`src/rtl/vred_minmax_seq.sv`:
```
// Vector min/max reduction sequencer: folds 64-bit beats lanewise,
// tree-reduces within the word, then merges the scalar init element.
module vred_minmax_seq #(
   parameter int DATA_WIDTH = 64,
   parameter int SEW_WIDTH  = 2
) (
   input  logic                  clk,
   input  logic                  rst_n,
   input  logic                  in_valid,
   output logic                  in_ready,
   input  logic [DATA_WIDTH-1:0] in_data,
   input  logic                  in_last,
   input  logic [SEW_WIDTH-1:0]  in_sew,
   input  logic                  in_max,
   input  logic                  in_signed,
   input  logic [DATA_WIDTH-1:0] in_init,
   output logic                  out_valid,
   input  logic                  out_ready,
   output logic [DATA_WIDTH-1:0] out_data,
   output logic                  busy
);

   typedef enum logic [2:0] {
      IDLE, ACCUM, FOLD, SCALAR, OUT
   } state_t;

   state_t state, state_nx;

   logic [63:0] acc, init_q, res;
   logic [1:0]  sew_q, cnt;
   logic        max_q, sgn_q, vld_q;

   logic [2:0]  lvl;
   logic [63:0] hi, hmask, fold_v;

   function automatic logic take_b(
      input logic [64:0] ae,
      input logic [64:0] be,
      input logic        mx
   );
      if (mx) return $signed(be) > $signed(ae);
      return $signed(be) < $signed(ae);
   endfunction

   // Lanewise select; ties keep a.
   function automatic logic [63:0] vsel(
      input logic [63:0] a,
      input logic [63:0] b,
      input logic [1:0]  sew,
      input logic        mx,
      input logic        sg
   );
      logic [63:0] r;
      logic [64:0] ae, be;
      r  = a;
      ae = '0;
      be = '0;
      unique case (sew)
         2'd0: for (int i = 0; i < 8; i++) begin
            ae = {{57{sg & a[8*i+7]}}, a[8*i +: 8]};
            be = {{57{sg & b[8*i+7]}}, b[8*i +: 8]};
            if (take_b(ae, be, mx)) r[8*i +: 8] = b[8*i +: 8];
         end
         2'd1: for (int i = 0; i < 4; i++) begin
            ae = {{49{sg & a[16*i+15]}}, a[16*i +: 16]};
            be = {{49{sg & b[16*i+15]}}, b[16*i +: 16]};
            if (take_b(ae, be, mx)) r[16*i +: 16] = b[16*i +: 16];
         end
         2'd2: for (int i = 0; i < 2; i++) begin
            ae = {{33{sg & a[32*i+31]}}, a[32*i +: 32]};
            be = {{33{sg & b[32*i+31]}}, b[32*i +: 32]};
            if (take_b(ae, be, mx)) r[32*i +: 32] = b[32*i +: 32];
         end
         default: begin
            ae = {sg & a[63], a};
            be = {sg & b[63], b};
            if (take_b(ae, be, mx)) r = b;
         end
      endcase
      return r;
   endfunction

   function automatic logic [63:0] emask(input logic [1:0] sew);
      unique case (sew)
         2'd0:    return 64'h0000_0000_0000_00FF;
         2'd1:    return 64'h0000_0000_0000_FFFF;
         2'd2:    return 64'h0000_0000_FFFF_FFFF;
         default: return '1;
      endcase
   endfunction

   // sew+cnt identifies the active width: 3->64, 2->32, 1->16.
   assign lvl = {1'b0, sew_q} + {1'b0, cnt};

   always_comb begin
      hi    = '0;
      hmask = '0;
      unique case (lvl)
         3'd3: begin
            hi    = {32'b0, acc[63:32]};
            hmask = 64'h0000_0000_FFFF_FFFF;
         end
         3'd2: begin
            hi    = {48'b0, acc[31:16]};
            hmask = 64'h0000_0000_0000_FFFF;
         end
         default: begin
            hi    = {56'b0, acc[15:8]};
            hmask = 64'h0000_0000_0000_00FF;
         end
      endcase
      fold_v = vsel(acc, hi, sew_q, max_q, sgn_q) & hmask;
   end

   always_ff @(posedge clk or negedge rst_n) begin
      if (!rst_n) state <= IDLE;
      else        state <= state_nx;
   end

   always_comb begin
      state_nx = state;
      in_ready = 1'b0;
      busy     = 1'b1;
      unique case (state)
         IDLE: begin
            in_ready = 1'b1;
            busy     = 1'b0;
            if (in_valid) begin
               if (!in_last)         state_nx = ACCUM;
               else if (in_sew == 3) state_nx = SCALAR;
               else                  state_nx = FOLD;
            end
         end
         ACCUM: begin
            in_ready = 1'b1;
            if (in_valid && in_last)
               state_nx = (sew_q == 2'd3) ? SCALAR : FOLD;
         end
         FOLD:    if (cnt == 2'd1) state_nx = SCALAR;
         SCALAR:  state_nx = OUT;
         OUT:     if (out_ready) state_nx = IDLE;
         default: state_nx = IDLE;
      endcase
   end

   always_ff @(posedge clk or negedge rst_n) begin
      if (!rst_n) begin
         acc    <= '0;
         init_q <= '0;
         res    <= '0;
         sew_q  <= '0;
         cnt    <= '0;
         max_q  <= 1'b0;
         sgn_q  <= 1'b0;
         vld_q  <= 1'b0;
      end else begin
         unique case (state)
            IDLE: if (in_valid) begin
               acc    <= in_data;
               init_q <= in_init;
               sew_q  <= in_sew;
               max_q  <= in_max;
               sgn_q  <= in_signed;
               cnt    <= 2'd3 - in_sew;
            end
            ACCUM: if (in_valid)
               acc <= vsel(acc, in_data, sew_q, max_q, sgn_q);
            FOLD: begin
               acc <= fold_v;
               cnt <= cnt - 2'd1;
            end
            SCALAR: begin
               res <= vsel(init_q, acc, sew_q, max_q, sgn_q)
                      & emask(sew_q);
               vld_q <= 1'b1;
            end
            OUT: if (out_ready) vld_q <= 1'b0;
            default: ;
         endcase
      end
   end

   assign out_valid = vld_q;
   assign out_data  = res;

endmodule

```
`config.mk`:
```
export PLATFORM = sky130hd
export DESIGN_NAME = vred_minmax_seq
export DESIGN_NICKNAME = d
export VERILOG_FILES = /design/src/rtl/vred_minmax_seq.sv
export SDC_FILE = /design/constraint.sdc
export NUM_CORES = 1
export LEC_CHECK = 0
export ABC_AREA = 1
export CAP_MARGIN = 20
export CORE_MARGIN = 3
export CORE_UTILIZATION = 59
export DETAILED_ROUTE_END_ITERATION = 7
export PLACE_DENSITY = 0.83
export RECOVER_POWER = 100
export SETUP_SLACK_MARGIN = 0.15
export SLEW_MARGIN = 20
export SYNTH_ARGS = -nofsm -noshare
export SYNTH_HDL_FRONTEND = slang
export SYNTH_SLANG_ARGS = --single-unit
```
`constraint.sdc`:
```
create_clock -name clk -period 6 [get_ports clk]
set_clock_uncertainty 0.2 [all_clocks]
set_input_delay 1.2 -clock clk [delete_from_list [all_inputs] [get_ports clk]]
set_output_delay 1.2 -clock clk [all_outputs]
set_load 0.1 [all_outputs]
```
==> reports/metrics.yaml <==
dr.pass1.iters: 7
area_growth_pct: 16.74
htreeDepth: 1
grt_max_degree: 119
place_hpwl_um: 56330
fin_nets: 3483
endpoint_kind: "flip-flop"
crit_path_top_delay_cell: "fa_1"
period_share_pct: 93.18
synthFlopType: "dfrtp_1"
grt_pass1_vias: 21300
outcome: "finished with violations"
rows: 65
die-width_um: 185.7
ant_nets: 0
cp-start-kind: "flip-flop"
timing.hold.ws_ps: 280.6
antennaDiodeCount: 0
post_dp_cell_area_um2: 21410
crit_fanout: 18
syn_area_per_cell_um2: 6.328
critPathKind: "flip-flop to flip-flop"
yosysSeqAreaShare_pct: 26.54
via_per_inst: 6.347
drt_drc_violations_left: 0
slew_headroom_pct: -157.6
die_h_um: 185.7
netlist_area_um2: 19050
cp_slowest_stage_delay_ps: 480
drt-initial-drc-count: 3237
finalSetupViolations: 0
ys_ff_latch: 202
final_cell_area_um2: 22240
track_usage_pct: 43.36
core_area_um2: 31720
wire_per_inst_um: 21.36
start_util_pct: 60.06
clock_sinks: 202
wl_um: 76540
slew_viol_final: 427
port_buffers: 203
ys_top_cells_by_count: "nand2_1 (997), nand3_1 (374), inv_1 (325)"
clkTransAtPathRegs_ps: 60
synth_top_area_share_pct: 26.54
cts_tree: "done"
synthTopCellsByArea: "dfrtp_1 (27%), nand2_1 (20%), ha_1 (12%)"
synth_cell_types: 52
yosysMostFrequentCell: "nand2_1"
fmax_mhz: 178.9
die_area_um2: 34480
io_pins: 204
hold_viol: 0
place.gp.congestion: 1.087
drive_above_1_share_pct: 4.244
synth_edf_count: 0
cp_data_arrival_time_ps: 5840
cts_buffers: 24
tightestPinTransition_ps: 3864
grt.overflow.total: 0
clk_latency_ps: 560
hold_path_depth: 2
setup_tns_ps: 0
synth_top_area_cell: "dfrtp_1"
cp_common_cell: "nand2_1"
syn_nets: 3328
async_flop_share_pct: 100.0
violations: "capacitance limit, slew limit"
cts_root_buf: "clkbuf_16"
cts_buffer_depth: 3
ys.warnings.count: 0
antenna_found_initial: 0
reg2reg_setup_slack_ps: 410
rsz0062_at_grt: "yes"
dr_total_vias: 22740
worst_r2r_path_depth: 30
max_cap_viol_count: 6
grt_pass1_wl_um: 116800
period_needed_ps: 5591
netlist_instances: 3010
hp-class: "flip-flop to flip-flop"
critPathRequiredTime_ps: 6250
layer usage:
| layer | GRT usage, % | share of wire, % |
|---|---|---|
| met2 | 66.31 | 42 |
| met3 | 9.947 | 13 |
| met4 | 24.58 | 7.0 |
| met1 | 56.64 | 37 |
| met5 | 0 | 0 |
layout by cell type, fill, tap and decap left out, drive strengths merged, types with 4 or more instances in the layout:
master and instances:
xor2 4, o211ai 32, nand2 1008, a21boi 5
o21a 4, nand4 74, dlygate4sd3 69, nor3 22
buf 29, clkbuf 42, nor2 225, o21ai 179
nor4 4, clkdlybuf4s50 133, bufinv 4, nand3 383
ha 180, o22ai 16, clkinv 10, dfrtp 202
a21oi 145, a21o 13, nand3b 35, or2 6
inv 336
stage by stage:
stage / setup WS (ps) / std cells / utilization, %
global route: 84.80 / 3583 / 70.11
CTS: 506.6 / 3581 / 70.19
floorplan: 1517 / 3010 / -
global placement: 626.8 / 3539 / 67.50
finish: 409.2 / 3583 / 70.11
detailed placement: 533.3 / 3539 / 67.50
sequential cells by signal, indices dropped and copies added (netlist names):
signal	count
acc	64
init_q	64
out_data	64
state	3
cnt	2
sew_q	2
max_q	1
out_valid	1
sgn_q	1
what timing repair did:
action                     CTS  global route
gates resized for setup      0             2
setup endpoints to repair    0            31
hold buffers                 0             0
buffers inserted             0             1
layout make-up:
class | count | area (um2)
clock inverter | 11 | 185.2
fill | 2641 | 9482
inverter | 339 | 1275
timing repair buffer | 242 | 2298
multi-input combinational | 2356 | 12250
clock buffer | 31 | 666.9
sequential | 202 | 5055
tap | 402 | 503.0
critical path, delay by kind of cell (launching register included):
kind	cells	cell delay (ps)
buffers and inverters	5	1090
AO/OA/AOI/OAI	1	430
flip-flops	1	460
AND/OR/NAND/NOR	21	2290
adder cells (fa/ha/maj)	3	990
cells by family (layout without fill, tap and decap cells):
logic type | count (synthesis) | in the layout | share of synthesized area [%]
AND/OR/NAND/NOR | 1763 | 1763 | 40.09
buffers and inverters | 452 | 623 | 9.308
AO/OA/AOI/OAI | 407 | 407 | 11.90
flip-flops | 202 | 202 | 26.54
adder cells (fa/ha/maj) | 181 | 181 | 11.93
XOR/XNOR | 5 | 5 | 0.2299
path summary, 6_finish.rpt:
path                              start           end
min in group asynchronous         rst_n    init_q[38]
max                            sew_q[0]       acc[31]
max in group asynchronous         rst_n  out_data[23]
min                        out_data[54]  out_data[54]
max reg2reg                    sew_q[0]       acc[31]
min reg2reg                out_data[54]  out_data[54]
Power is not shown: default switching activity piles up to over one toggle a cycle in this logic, so the estimate is an artifact.
